File: config.mk
export PLATFORM = sky130hd
export DESIGN_NAME = cla_multiword_seq
export DESIGN_NICKNAME = d
export VERILOG_FILES = /design/src/rtl/cla_multiword_seq.sv
export SDC_FILE = /design/constraint.sdc
export NUM_CORES = 1
export LEC_CHECK = 0
export ABC_AREA = 1
export CAP_MARGIN = 25
export CORE_ASPECT_RATIO = 1.75
export CORE_UTILIZATION = 46
export DETAILED_ROUTE_END_ITERATION = 10
export PLACE_DENSITY = 0.77
export REMOVE_ABC_BUFFERS = 1
export SYNTH_ARGS = -nofsm -noshare
export SYNTH_HDL_FRONTEND = slang
export SYNTH_SLANG_ARGS = --single-unit
File: constraint.sdc
create_clock -name clk -period 2.63 [get_ports clk]
set_clock_uncertainty 0.15 [all_clocks]
set_input_delay 0.3945 -clock clk [delete_from_list [all_inputs] [get_ports clk]]
set_output_delay 0.3945 -clock clk [all_outputs]
set_load 0.02 [all_outputs]
File: src/rtl/cla_multiword_seq.sv
// Multi-cycle wide add/subtract: one narrow carry-lookahead adder is reused
// across NCHUNK cycles, LSB chunk first, with the carry held in a register.
module cla_multiword_seq #(
  parameter int TOTAL_W = 32,
  parameter int CHUNK_W = 8
) (
  input  logic               clk,
  input  logic               rst_n,
  input  logic               in_valid,
  output logic               in_ready,
  input  logic [TOTAL_W-1:0] in_a,
  input  logic [TOTAL_W-1:0] in_b,
  input  logic               in_sub,
  output logic               out_valid,
  input  logic               out_ready,
  output logic [TOTAL_W-1:0] out_result,
  output logic               out_carry,
  output logic               out_overflow,
  output logic               busy
);

  localparam int NCHUNK = TOTAL_W / CHUNK_W;
  localparam int CNT_W  = (NCHUNK > 1) ? $clog2(NCHUNK) : 1;
  localparam int CLA_W  = CHUNK_W + 1;
  localparam logic [CNT_W-1:0] LAST_CNT = CNT_W'(NCHUNK - 1);

  generate
    if ((CHUNK_W < 1) || (TOTAL_W % CHUNK_W != 0)) begin : g_bad_width
      $error("TOTAL_W must be an integer multiple of CHUNK_W");
    end
  endgenerate

  typedef enum logic [1:0] {IDLE, RUN, DONE} state_t;

  state_t             state;
  state_t             state_next;
  logic [TOTAL_W-1:0] a_reg;
  logic [TOTAL_W-1:0] b_reg;
  logic [TOTAL_W-1:0] result_reg;
  logic               carry_reg;
  logic [CNT_W-1:0]   cnt;
  int                 base;

  logic [CHUNK_W-1:0] a_chunk;
  logic [CHUNK_W-1:0] b_chunk;
  logic [CLA_W-1:0]   cla_x;
  logic [CLA_W-1:0]   cla_y;
  logic [CLA_W-1:0]   gen;
  logic [CLA_W-1:0]   prop;
  logic [CLA_W:0]     carry_vec;
  logic [CLA_W:0]     cla_sum;
  logic [CHUNK_W-1:0] chunk_sum;
  logic               chunk_cout;

  assign base    = int'(cnt) * CHUNK_W;
  assign a_chunk = a_reg[base +: CHUNK_W];
  assign b_chunk = b_reg[base +: CHUNK_W];

  // Extra LSB column {1, carry_reg} injects the chained carry into a zero-carry-in CLA.
  assign cla_x = {a_chunk, 1'b1};
  assign cla_y = {b_chunk, carry_reg};

  always_comb begin
    logic [CLA_W-1:0] span;
    logic             c_acc;
    span      = '0;
    c_acc     = 1'b0;
    gen       = cla_x & cla_y;
    prop      = cla_x ^ cla_y;
    carry_vec = '0;
    // Each carry is a flat sum of products of generates and propagate runs.
    for (int i = 0; i < CLA_W; i++) begin
      c_acc = gen[i];
      for (int j = 0; j < i; j++) begin
        span = '0;
        for (int k = j + 1; k <= i; k++) span[k] = 1'b1;
        c_acc = c_acc | (gen[j] & (&(prop | ~span)));
      end
      carry_vec[i+1] = c_acc;
    end
    cla_sum = {carry_vec[CLA_W], prop ^ carry_vec[CLA_W-1:0]};
  end

  assign chunk_sum  = cla_sum[CHUNK_W:1];
  assign chunk_cout = cla_sum[CHUNK_W+1];

  always_ff @(posedge clk or negedge rst_n) begin
    if (!rst_n) state <= IDLE;
    else        state <= state_next;
  end

  always_ff @(posedge clk or negedge rst_n) begin
    if (!rst_n) begin
      a_reg      <= '0;
      b_reg      <= '0;
      result_reg <= '0;
      carry_reg  <= 1'b0;
      cnt        <= '0;
    end else begin
      case (state)
        IDLE: if (in_valid) begin
          a_reg     <= in_a;
          b_reg     <= in_sub ? ~in_b : in_b;
          carry_reg <= in_sub;
          cnt       <= '0;
        end
        RUN: begin
          result_reg[base +: CHUNK_W] <= chunk_sum;
          carry_reg                   <= chunk_cout;
          cnt                         <= cnt + 1'b1;
        end
        default: ;
      endcase
    end
  end

  // Handshakes: a transfer occurs on a rising edge where valid && ready are both high;
  // in_ready is high only in IDLE, out_valid only in DONE, and DONE holds its outputs until taken.
  always_comb begin
    state_next   = state;
    in_ready     = 1'b0;
    out_valid    = 1'b0;
    busy         = 1'b0;
    out_result   = result_reg;
    out_carry    = 1'b0;
    out_overflow = 1'b0;
    case (state)
      IDLE: begin
        in_ready = 1'b1;
        if (in_valid) state_next = RUN;
      end
      RUN: begin
        busy = 1'b1;
        if (cnt == LAST_CNT) state_next = DONE;
      end
      DONE: begin
        busy         = 1'b1;
        out_valid    = 1'b1;
        out_carry    = carry_reg;
        out_overflow = (a_reg[TOTAL_W-1] == b_reg[TOTAL_W-1]) &&
                       (result_reg[TOTAL_W-1] != a_reg[TOTAL_W-1]);
        if (out_ready) state_next = IDLE;
      end
      default: state_next = IDLE;
    endcase
  end

endmodule

==> metrics.txt <==
met1 wire length=4680 um; worst-case vdd ir drop=between 0.7 and 0.8 mV; WL met2=6760 um; Root Driver=clkbuf_16; Worst path slowest cell=dfrtp_1; RR Startpoint=cnt[0]$_DFFE_PN0P_; CP Cell Sequence=inv_2 > buf_12 > nand2_1 > a32oi_2 > ha_1 > nand3_1 > nand2_1 > a21oi_1 > xor2_1 > nor2_1 > nand2_1 > o21ai_0; Post-synth top cells=207 x nand2_1, 101 x dfrtp_1, 76 x o21ai_0; IO buf count=around 110; most used cell, CP=nand2_1; Slew headroom=58.6%; gr usage total=23.0%; Post-DP HPWL=slightly above 9000 um; post-route setup slack=between 100 and 150 ps; Die W=around 81 um; register area share after synthesis=between 50% and 60%; fillers=895; warnings from Yosys=0; crit path time final=2500 ps; GP Congestion=0.832; CP Data Required Time=2700 ps; Top FF cell, synth=dfrtp_1; Starting Density=47.2%; Non-Filler Instances=843; met3 wire length=roughly 450 um; hold_ws=278 ps; mux contribution to synthesized area=0%; first-pass GRT wire length=19800 um; Pins Over Slew Limit=0; syn_area_per_cell=between 8 and 9 um2; initial antenna violation count=0; DR iter-0 viols=229; die area=11400 um2; Leak=3.11 nW; share of cells above drive strength 1=8.56%; CTS tree=done; FP Rows=50; total CTS buffers=9; crit path from=cnt[0]$_DFFE_PN0P_; dpl ws=approximately 65 ps; synthesized instance count=604; DR WL/cell=between 10 and 15 um; I/O Pins=106; die height=between 100 and 150 um; crit start category=flop; synthesized area=5050 um2; CTS H-tree lvls=3; clock transition at the registers of the reported paths=60 ps; max layer used=met4; grt total ovfl=0; Residual DRC=0; Post-Route WL=12300 um; status=completed; pin slew with the least headroom to its limit=~620 ps; EDFF count, synth=0; CP max stage delay=420 ps; drt via density=5.25; largest area contributor in the netlist=dfrtp_1; Core Region=10700 um2; Cell variety after synth=34; worst-case clock buffer depth=2; Sink Count=101; vias in the first global route=around 4300; ANT nets after route=0; post-synthesis compound-gate area fraction=12.9%; final hold vios=0; PwrDens=1350 nW/um2; pin count of the biggest net entering global routing=73; # diodes=0; Pre-antenna DRT Iters=4; share of synthesized flip-flops with an asynchronous set or reset=100%; placed insts=approximately 820; max cap viols=0; WS Path Type=flop to flop; Reg area=about 2500 um2; clk_lat worst skew=350 ps; XOR/XNOR share of the synthesized area=6.41%; Worst Setup End Kind=flop; simple-gate area share of the yosys netlist=21.3%; worst min path class=input port to asynchronous set/reset pin; Synth top area share=50.0%; top post-synthesis cells by area=dfrtp_1 50%, nand2_1 15%, o21ai_0 7.5%, xnor2_1 5.7%, ha_1 4.0%; total number of vias=between 4000 and 5000; Synth Area in Adders=4.36%; most frequent cell after synthesis=nand2_1; crit path max fanout=19; Final Util=62.1%; fin crit share=about 95%; Layout area overhead=31.6%; final setup vio count=0; area occupied by multi-input gates=2330 um2; synthesized flop and latch total=101; Setup TNS=0 ps; CP arrival=approximately 2600 ps; fin nets=795; largest family of logic cells by synthesized area=simple AND/OR/NAND/NOR gates; Max Freq=400 MHz
metal layers:
| metal | global-route usage [%] | vias to the layer above |
|---|---|---|
| met4 | 14.4 | 0 |
| met3 | 2.27 | 28 |
| met2 | 41.0 | 128 |
| li1 | - | 2156 |
| met1 | 25.2 | 2116 |
| met5 | 0 | - |
final cells by class:
cell class                 instances  share of cell area, %
timing repair buffer             123                   18.7
inverter                          33                   1.86
tap                              130                   2.45
multi-input combinational        441                   35.0
clock inverter                     2                  0.151
clock buffer                      13                   3.76
sequential                       101                   38.0
repair_timing:
item / CTS / global route
buffers inserted: 0 / 3
hold endpoints to repair: 11 / 0
resized for setup: 0 / 26
setup endpoints to repair: 0 / 17
hold buffers: 1 / 0
logic make-up after synthesis:
kind of cell | Yosys count
simple gates | 271
compound gates | 116
flops | 101
buf+inv | 62
xor+xnor | 37
fa+ha+maj | 17
final timing paths:
path | to | slack (ps) | cells after the start
max | out_result[27]$_DFFE_PN0P_ | 130 | 12
min | a_reg[27]$_DFFE_PN0P_ | 280 | 2
max reg2reg | out_result[27]$_DFFE_PN0P_ | 130 | 12
min reg2reg | a_reg[29]$_DFFE_PN0P_ | 330 | 2
max in group asynchronous | out_result[7]$_DFFE_PN0P_ | 1390 | 3
min in group clk | a_reg[29]$_DFFE_PN0P_ | 330 | 2
layout by cell type (no fill, tap or decap), types with 2 or more instances in the layout:
cell type / netlist / final
buf_4: 1 / 13
xor2_1: 4 / 3
nor2_1: 37 / 36
clkinv_2: 0 / 2
a22o_1: 4 / 4
dfrtp_1: 101 / 101
clkdlybuf4s50_1: 0 / 103
nand2_1: 207 / 205
o22ai_1: 15 / 15
clkbuf_16: 0 / 10
nand3_1: 14 / 11
a21oi_1: 8 / 7
nand3_2: 0 / 3
o21ai_1: 2 / 11
nand4_1: 2 / 2
a32oi_2: 0 / 2
clkbuf_1: 20 / 3
nor2_2: 1 / 2
o21ai_2: 6 / 8
inv_2: 1 / 3
inv_1: 31 / 30
ha_1: 16 / 16
o21ai_0: 76 / 65
nand2_2: 5 / 7
buf_12: 0 / 3
xnor2_1: 33 / 33
report_power, final:
| group | switching, W | internal (W) |
|---|---|---|
| clock | 0.000536 | 0.000660 |
| combinational | 0.00313 | 0.00202 |
| sequential | 0.000435 | 0.00222 |
worst max-delay path, delay by kind of cell, from the launching register on:
kind,cells,cell delay [ps]
AO/OA/AOI/OAI,3,500
AND/OR/NAND/NOR,5,440
flip-flops,1,420
buffers and inverters,2,300
adder cells (fa/ha/maj),1,280
XOR/XNOR,1,280
through the flow:
stage	total power, W	area, um2
2_1_floorplan	0.00583	4920
3_3_place_gp	0.00724	6270
3_5_place_dp	0.00743	6270
4_1_cts	0.00865	6540
5_1_grt	0.00973	6650
6_report	0.00900	6650
Note: power is estimated with default switching activity, not from simulation.
